$ cat config.mk
export PLATFORM = sky130hd
export DESIGN_NAME = fir_mac_seq
export DESIGN_NICKNAME = d
export VERILOG_FILES = /design/src/rtl/fir_mac_seq_pkg.sv /design/src/rtl/fir_mac_seq_mac.sv /design/src/rtl/fir_mac_seq.sv
export SDC_FILE = /design/constraint.sdc
export NUM_CORES = 1
export LEC_CHECK = 0
export CAP_MARGIN = 20
export CORE_MARGIN = 3
export CORE_UTILIZATION = 60
export DETAILED_ROUTE_END_ITERATION = 12
export GPL_TIMING_DRIVEN = 0
export PLACE_DENSITY_LB_ADDON = 0.2
export SYNTH_ARGS = -nofsm -noshare
export SYNTH_HDL_FRONTEND = slang
export SYNTH_HIERARCHICAL = 1
export SYNTH_SLANG_ARGS = --single-unit
$ cat constraint.sdc
create_clock -name clk -period 9.7 [get_ports clk]
set_input_delay 1.455 -clock clk [delete_from_list [all_inputs] [get_ports clk]]
set_output_delay 1.455 -clock clk [all_outputs]
set_load 0.01 [all_outputs]
$ cat src/rtl/fir_mac_seq_pkg.sv
// rtl/fir_mac_seq_pkg.sv - state encodings and datapath widths shared by the FIR MAC sequencer
package fir_mac_seq_pkg;

   typedef enum logic [1:0] {
      ST_IDLE  = 2'd0,
      ST_LOAD  = 2'd1,
      ST_MAC   = 2'd2,
      ST_FLUSH = 2'd3
   } state_t;

   localparam int DW     = 18;
   localparam int AW     = 7;
   localparam int PROD_W = 36;
   localparam int ACC_W  = 43;

endpackage

$ cat src/rtl/fir_mac_seq_mac.sv
// rtl/fir_mac_seq_mac.sv - three-stage multiply-accumulate with rounding preload and saturating output
// a_in is captured combinationally-fresh; b_in arrives one cycle later from a registered memory.
module mac18x18_acc
   import fir_mac_seq_pkg::*;
#(
   parameter int OW    = 24,
   parameter int SHIFT = 17
) (
   input  logic                 clk,
   input  logic                 rst,
   input  logic                 preload,
   input  logic                 in_vld,
   input  logic signed [DW-1:0] a_in,
   input  logic signed [DW-1:0] b_in,
   input  logic                 out_ld,
   output logic signed [OW-1:0] dout
);

   localparam logic signed [ACC_W-1:0] ROUND = ACC_W'(1) << (SHIFT - 1);
   localparam logic signed [ACC_W-1:0] MAX_V = (ACC_W'(1) << (OW - 1)) - ACC_W'(1);
   localparam logic signed [ACC_W-1:0] MIN_V = ~MAX_V;

   logic signed [DW-1:0]     a_q, a_d;
   logic                     v1_q, v1_d;
   logic signed [PROD_W-1:0] prod_q, prod_d;
   logic                     v2_q, v2_d;
   logic signed [ACC_W-1:0]  acc_q, acc_d;
   logic signed [OW-1:0]     dout_q, dout_d;
   logic signed [ACC_W-1:0]  prod_ext;
   logic signed [ACC_W-1:0]  shifted;

   always_comb begin
      a_d      = in_vld ? a_in : a_q;
      v1_d     = in_vld;
      prod_d   = v1_q ? a_q * b_in : prod_q;
      v2_d     = v1_q;
      prod_ext = $signed({{(ACC_W - PROD_W){prod_q[PROD_W-1]}}, prod_q});
      if (preload) begin
         acc_d = ROUND;
      end else if (v2_q) begin
         acc_d = acc_q + prod_ext;
      end else begin
         acc_d = acc_q;
      end
      // Output is taken from the next accumulator value so the last product lands in the same edge.
      shifted = acc_d >>> SHIFT;
      dout_d  = dout_q;
      if (out_ld) begin
         if (shifted > MAX_V) begin
            dout_d = MAX_V[OW-1:0];
         end else if (shifted < MIN_V) begin
            dout_d = MIN_V[OW-1:0];
         end else begin
            dout_d = shifted[OW-1:0];
         end
      end
   end

   always_ff @(posedge clk or posedge rst) begin
      if (rst) begin
         a_q    <= '0;
         v1_q   <= 1'b0;
         prod_q <= '0;
         v2_q   <= 1'b0;
         acc_q  <= '0;
         dout_q <= '0;
      end else begin
         a_q    <= a_d;
         v1_q   <= v1_d;
         prod_q <= prod_d;
         v2_q   <= v2_d;
         acc_q  <= acc_d;
         dout_q <= dout_d;
      end
   end

   assign dout = dout_q;

endmodule

$ cat src/rtl/fir_mac_seq.sv
// rtl/fir_mac_seq.sv - FIR tap sequencer: shifts samples into the delay line and walks taps through the MAC
// Owns all delay-line control; delay line and coefficient memory live in the parent.
module fir_mac_seq
   import fir_mac_seq_pkg::*;
#(
   parameter int TAPS  = 128,
   parameter int OW    = 24,
   parameter int SHIFT = 17
) (
   input  logic          clk,
   input  logic          rst,
   input  logic [17:0]   din,
   input  logic          din_stb,
   output logic          ready,
   output logic [17:0]   srl_d,
   output logic          srl_ce,
   output logic [6:0]    srl_a,
   input  logic [17:0]   srl_y,
   output logic [6:0]    coef_a,
   input  logic [17:0]   coef,
   output logic [OW-1:0] dout,
   output logic          dout_stb,
   output logic          overrun
);

   localparam logic [AW-1:0] LAST_K = AW'(TAPS - 1);

   state_t        state_q, state_d;
   logic [AW-1:0] k_q, k_d;
   logic          flush_q, flush_d;
   logic [DW-1:0] srl_d_q, srl_d_d;
   logic          dout_stb_q, dout_stb_d;
   logic          overrun_q, overrun_d;
   logic          preload;
   logic          mac_vld;
   logic          out_ld;

   always_comb begin
      state_d    = state_q;
      k_d        = k_q;
      flush_d    = flush_q;
      srl_d_d    = srl_d_q;
      dout_stb_d = 1'b0;
      overrun_d  = overrun_q | (din_stb & (state_q != ST_IDLE));
      preload    = 1'b0;
      mac_vld    = 1'b0;
      out_ld     = 1'b0;
      case (state_q)
         ST_IDLE: begin
            if (din_stb) begin
               srl_d_d = din;
               state_d = ST_LOAD;
            end
         end
         ST_LOAD: begin
            preload = 1'b1;
            k_d     = '0;
            state_d = ST_MAC;
         end
         ST_MAC: begin
            mac_vld = 1'b1;
            if (k_q == LAST_K) begin
               k_d     = '0;
               flush_d = 1'b0;
               state_d = ST_FLUSH;
            end else begin
               k_d = k_q + 1'b1;
            end
         end
         ST_FLUSH: begin
            // Two cycles cover the product and accumulate stages behind the last address.
            flush_d = 1'b1;
            if (flush_q) begin
               flush_d    = 1'b0;
               out_ld     = 1'b1;
               dout_stb_d = 1'b1;
               state_d    = ST_IDLE;
            end
         end
         default: state_d = ST_IDLE;
      endcase
   end

   always_ff @(posedge clk or posedge rst) begin
      if (rst) begin
         state_q    <= ST_IDLE;
         k_q        <= '0;
         flush_q    <= 1'b0;
         srl_d_q    <= '0;
         dout_stb_q <= 1'b0;
         overrun_q  <= 1'b0;
      end else begin
         state_q    <= state_d;
         k_q        <= k_d;
         flush_q    <= flush_d;
         srl_d_q    <= srl_d_d;
         dout_stb_q <= dout_stb_d;
         overrun_q  <= overrun_d;
      end
   end

   mac18x18_acc #(
      .OW    (OW),
      .SHIFT (SHIFT)
   ) u_mac (
      .clk     (clk),
      .rst     (rst),
      .preload (preload),
      .in_vld  (mac_vld),
      .a_in    ($signed(srl_y)),
      .b_in    ($signed(coef)),
      .out_ld  (out_ld),
      .dout    (dout)
   );

   assign ready    = (state_q == ST_IDLE);
   assign srl_ce   = (state_q == ST_LOAD);
   assign srl_d    = srl_d_q;
   assign srl_a    = k_q;
   assign coef_a   = k_q;
   assign dout_stb = dout_stb_q;
   assign overrun  = overrun_q;

endmodule

### Word-level counts from Yosys, hierarchy flattened

Index checks and enable logic that the tools add are counted.

| storage, ports and cells | value |
|---|---|
| register bits after elaboration | 153 |
| input port bits | 57 |

| operators by class | value |
|---|---|
| add/subtract/negate cells | 2 |
| multipliers | 1 |
| order comparisons | 2 |
| equality and inequality tests | 7 |
| multiplexer cells | 17 |
| bitwise operators | 2 |
| reduce and logical (&&, ||, !) cells | 8 |

Operators with widths:

| kind | count |
|---|---|
| $mux W43 | 2 |
| $mux W24 | 2 |
| $add A43 B36 Y43 | 1 |
| $mul A18 B18 Y36 | 1 |
| $gt A26 B24 Y1 const B | 1 |
| $lt A26 B24 Y1 const B | 1 |
| $pmux W7 S2 | 1 |
| $pmux W2 S4 | 1 |
| $reduce_bool A2 Y1 | 4 |
| $add A7 B1 Y7 const B | 1 |
| $eq A7 B7 Y1 const B | 1 |
| $mux W7 | 1 |
| $mux W1 | 6 |
| $mux W2 | 3 |
| $ne A2 B2 Y1 const B | 3 |
| $eq A2 B2 Y1 const B | 2 |
| $reduce_and A2 Y1 | 2 |
| $reduce_and A3 Y1 | 1 |
| $eq A2 B1 Y1 const B | 1 |
| $logic_not A2 Y1 | 1 |
| $pmux W1 S2 | 1 |
| $and A1 B1 Y1 | 1 |
| $or A1 B1 Y1 | 1 |

### Depth between registers and ports, before layout

Gate-level depths: netlist (run 1).

| depth | value |
|---|---|
| depth in word-level cells | 6 |
| depth in mapped cells | 27 |
| depth with buffers taken out | 25 |

### Hierarchy

The synthesis (run 1) kept the hierarchy.

Modules (own cells, without submodules):

| module | times used | cells an instance | area an instance (um^2) | seq. area each (um^2) |
|---|---|---|---|---|
| mac18x18_acc | 1 | 2,110 | 19,691.4 | 3,078.0 |
| fir_mac_seq | 1 | 118 | 1,425.1 | 750.7 |

### Least setup slack after synthesis (run 1)

OpenSTA, ideal clock, no wires.

| path | value |
|---|---|
| path kind | input -> register |
| from | input port coef[9] |
| to | register u_mac.prod_q[33] |
| library setup time | 125 ps |
| data arrival time | 7,502 ps |
| required time | 9,575 ps |
| path slack | 2,073 ps |
| cell stages on the path | 25 |
| path through | clkbuf_1 > clkbuf_1 > nand2_1 > fa_1 > inv_1 > fa_1 > inv_1 > fa_1 > inv_1 > fa_1 > fa_1 > inv_1 > fa_1 > inv_1 > ha_1 > and4_1 > a221o_1 > a21oi_1 > o21ai_0 > a221oi_1 > a21oi_1 > a211o_1 > a21oi_1 > xnor2_1 > mux2_2 |

| between the ends | value |
|---|---|
| word-level cells in the longest chain between the ends | 1 |

Ends and longest elaborated chain:

| what | line | text |
|---|---|---|
| start, declared | fir_mac_seq.sv:20 | `input logic [17:0] coef,` |
| $mul A18 B18 Y36 | fir_mac_seq_mac.sv:35 | `prod_d = v1_q ? a_q * b_in : prod_q;` |
| end signal, assigned | fir_mac_seq_mac.sv:70 | `prod_q <= prod_d;` |
| end, declared | fir_mac_seq_mac.sv:25 | `logic signed [PROD_W-1:0] prod_q, prod_d;` |

Every way passes these cells.
A chain may end at the register's enable or synchronous reset.

### Worst setup path in the final report (run 1)

| path | value |
|---|---|
| from | input port coef[3] |
| to | register u_mac.prod_q[33] |

The elaborated chain is that of the path after synthesis.

==> out/results.txt, run 1 <==
startpoint class of the critical path = primary input
CTS sink cnt = 153
Syn-to-layout area delta = 11.1%
Finished Cell Area = 23500 sq um
GR Util met3 = 0.0648
io pins = 117
total track usage = 0.298
Antenna Nets Post-Route = 0
number of global-route vias before repair = 17356
FF-to-FF path depth = 25
Initial Utilization = 0.610
post-CTS setup buffers = 0
worst hold slack = 378 ps
Mapped Area = 21100 sq um
Worst Min Path Start = u_mac/v1_q
vias per inst = 5.72
Worst EP required = 10020 ps
CTS clock-pin slew for the worst setup and hold paths = 70 ps
H-tree levels = 4
Final Wtd Congestion = 0.942
RR Startpoint = u_mac/a_q[6]
via count = 16182
Hold Violations, Final = 0
most used routing layer = met2
crit-path most repeated cell = fa_1
setup tns final = 0 ps
die width = 194 um
# DRC = 0
most area-consuming cells after synthesis = fa_1 31%, dfrtp_1 18%, ha_1 8.3%, inv_1 7.1%, and2_1 5.1%
slowest cell on the critical path = clkdlybuf4s50_1
top fanout value on the critical path = 10
CP Capture Type = flop
Core ar. = 34600 sq um
first-pass GRT wire length = 89100 um
M2 GR Usage = 0.491
Clk Tree Root Cell = clkbuf_16
RSZ-0062 raised after global routing = false
Cells after Synth = 2228
gr ovfl total = 0
area of the die = 37500 sq um
Avg Cell Area, Syn = 9.48 sq um
fin crit share = 0.887
post-DP HPWL = 43900 um
final-stage net count = 2886
Clock Skews = 12.5 ps
clk_lat worst skew = 440 ps
DP Worst Slack = 781 ps
Initial DRT Pass Iterations = 5
initial drt markers = 1238
largest buffer count on any clock path = 2
sequential-to-total area share from yosys stat = 0.181
setup violators final = 0
YS warnings = 6
ant diodes = 0
Post-CTS Hold Buffers = 0
outcome = finished clean
Endpoint, Worst Hold = u_mac/v2_q
final WL = 53800 um
CP bufs+invs = 5
CP delay by family, top = adder cells
async set-or-reset flop fraction in the synthesized netlist = 1.00
Die Y = 194 um
post-synth top area share = 0.313
Port Buf Inserts = 110
Least-Margin Pin Slew = 1000 ps
# rows = 68
DR WL/cell = 19.0 um
CTS tree = yes
grt met1 use = 0.397
final worst path period need = 8600 ps
max cap viols = 0
r2r endpoint = u_mac/prod_q[33]
final worst slack = 1100 ps
Cell variety after synth = 92
area leader, netlist = fa_1
Num CTS Buffers = 17
Fmax = 0.116 GHz
max incr delay on CP = 710 ps
Crit Path Class = in -> reg
Critical Path AT = 8930 ps
Max Slew Vio Count = 0
number of flops mapped to enable cells by yosys = 0
main flop type after synthesis = dfrtp_1
pin count of the biggest net entering global routing = 69
crit path cell chain = clkdlybuf4s50_1, clkbuf_1, nand2_1, fa_1, fa_1, fa_1, inv_1, fa_1, fa_1, inv_1, fa_1, inv_1, ha_1, and4_1, a221o_1, a21oi_1, o21ai_0, a221oi_1, a21oi_1, a211o_1, a21oi_1, xnor2_1, mux2_2
worst hold path type = reg -> reg
flop2flop setup slack = 1810 ps
antenna violations before repair = 0
hold path depth = 0
layout cells sized above 1 = 0.0721
Slew headroom = 0.329
Yosys reg bits = 153
Mapped Nets = 2755
placed cell area = 22800 sq um
cts repair resizes = 0
==> per-stage QoR <==
stage / cells / utilization
6_report: 2827 / 0.677
4_1_cts: 2827 / 0.677
5_1_grt: 2827 / 0.677
3_5_place_dp: 2795 / 0.660
3_3_place_gp: 2793 / 0.658
2_1_floorplan: 2228 / -
==> per-layer routing <==
| layer | share of wire | up-vias | routed length (um) |
|---|---|---|---|
| met2 | 0.48 | 626 | 26000 |
| met1 | 0.40 | 8116 | 21700 |
| li1 | - | 7331 | - |
| met4 | 0.029 | 0 | 1560 |
| met3 | 0.086 | 109 | 4620 |
| met5 | 0 | - | 0 |
==> logic make-up (layout without fill, tap and decap cells) <==
| logic type | Yosys count | count (layout) | synth area share |
|---|---|---|---|
| flip-flops | 153 | 153 | 0.181 |
| XOR/XNOR | 60 | 60 | 0.0252 |
| multiplexers | 96 | 96 | 0.0495 |
| buffers and inverters | 503 | 647 | 0.0953 |
| AND/OR/NAND/NOR | 628 | 628 | 0.151 |
| adder cells (fa/ha/maj) | 470 | 470 | 0.396 |
| AO/OA/AOI/OAI | 318 | 318 | 0.101 |
==> cell type report <==
cell class                 instances  area [sq um]
inverter                         399          1500
tap                              455           569
buffer                           104           515
multi-input combinational       1572         15300
clock buffer                      18           439
fill                            2727         11200
timing repair buffer             112          1160
clock inverter                    14           165
sequential                       153          3830
==> worst max-delay path by stage <==
stage / from / to / slack [ps] / cells past startpoint
6_report: coef[3] / u_mac/prod_q[33] / 1100 / 23
4_1_cts: coef[3] / u_mac/prod_q[33] / 1240 / 23
5_1_grt: coef[3] / u_mac/prod_q[33] / 770 / 25
3_5_place_dp: coef[3] / u_mac/prod_q[33] / 780 / 23
3_3_place_gp: coef[0] / u_mac/prod_q[33] / 870 / 25
2_1_floorplan: coef[9] / u_mac/prod_q[33] / 2070 / 25
==> cell usage after synthesis, drive strengths merged, types with 44 or more instances <==
master / count
ha: 140
mux2: 65
a21oi: 90
o21ai: 68
dfrtp: 153
xnor2: 44
fa: 330
nand2: 213
and2: 172
inv: 399
a21o: 44
clkbuf: 79
nor2: 105
==> cell usage in the layout (no fill, tap or decap), types with 6 or more instances in the layout <==
master / count
inv_1: 397
fa_1: 330
nand2_1: 212
and2_1: 171
dfrtp_1: 153
ha_1: 140
clkdlybuf4s50_1: 110
nor2_1: 104
a21oi_1: 90
clkbuf_1: 72
mux2_2: 64
o21ai_0: 54
xnor2_1: 43
a21o_1: 42
mux2i_1: 31
nor3_1: 23
nand2b_1: 17
clkbuf_16: 17
xor2_1: 16
a211oi_1: 15
o21ai_1: 14
nand3_1: 13
and3_1: 11
or2_2: 11
nand4_1: 10
buf_4: 10
o21a_1: 10
o21bai_1: 10
or3_1: 9
buf_2: 8
o211ai_1: 8
a211o_1: 8
nor2b_1: 7
a31oi_1: 7
a221oi_1: 6
o22ai_1: 6
==> registers in the layout, indices dropped and copies added, names as in the netlist, 2 cells and up <==
signal        flops
u_mac/a_q        18
state_q           2
u_mac/dout       24
coef_a            7
u_mac/prod_q     36
srl_d            18
u_mac/acc_q      43
Power of run 1 is not shown: default switching activity piles up to over one toggle a cycle in this logic, so the estimate is an artifact.
==> run 2, diff against run 1 <==
Settings changed: HOLD_SLACK_MARGIN set to 0.15.
==> results of run 2 <==
Same layout as run 1: the final DEF is identical, and so are final timing and power.
Power of run 2 is left out for the same reason.
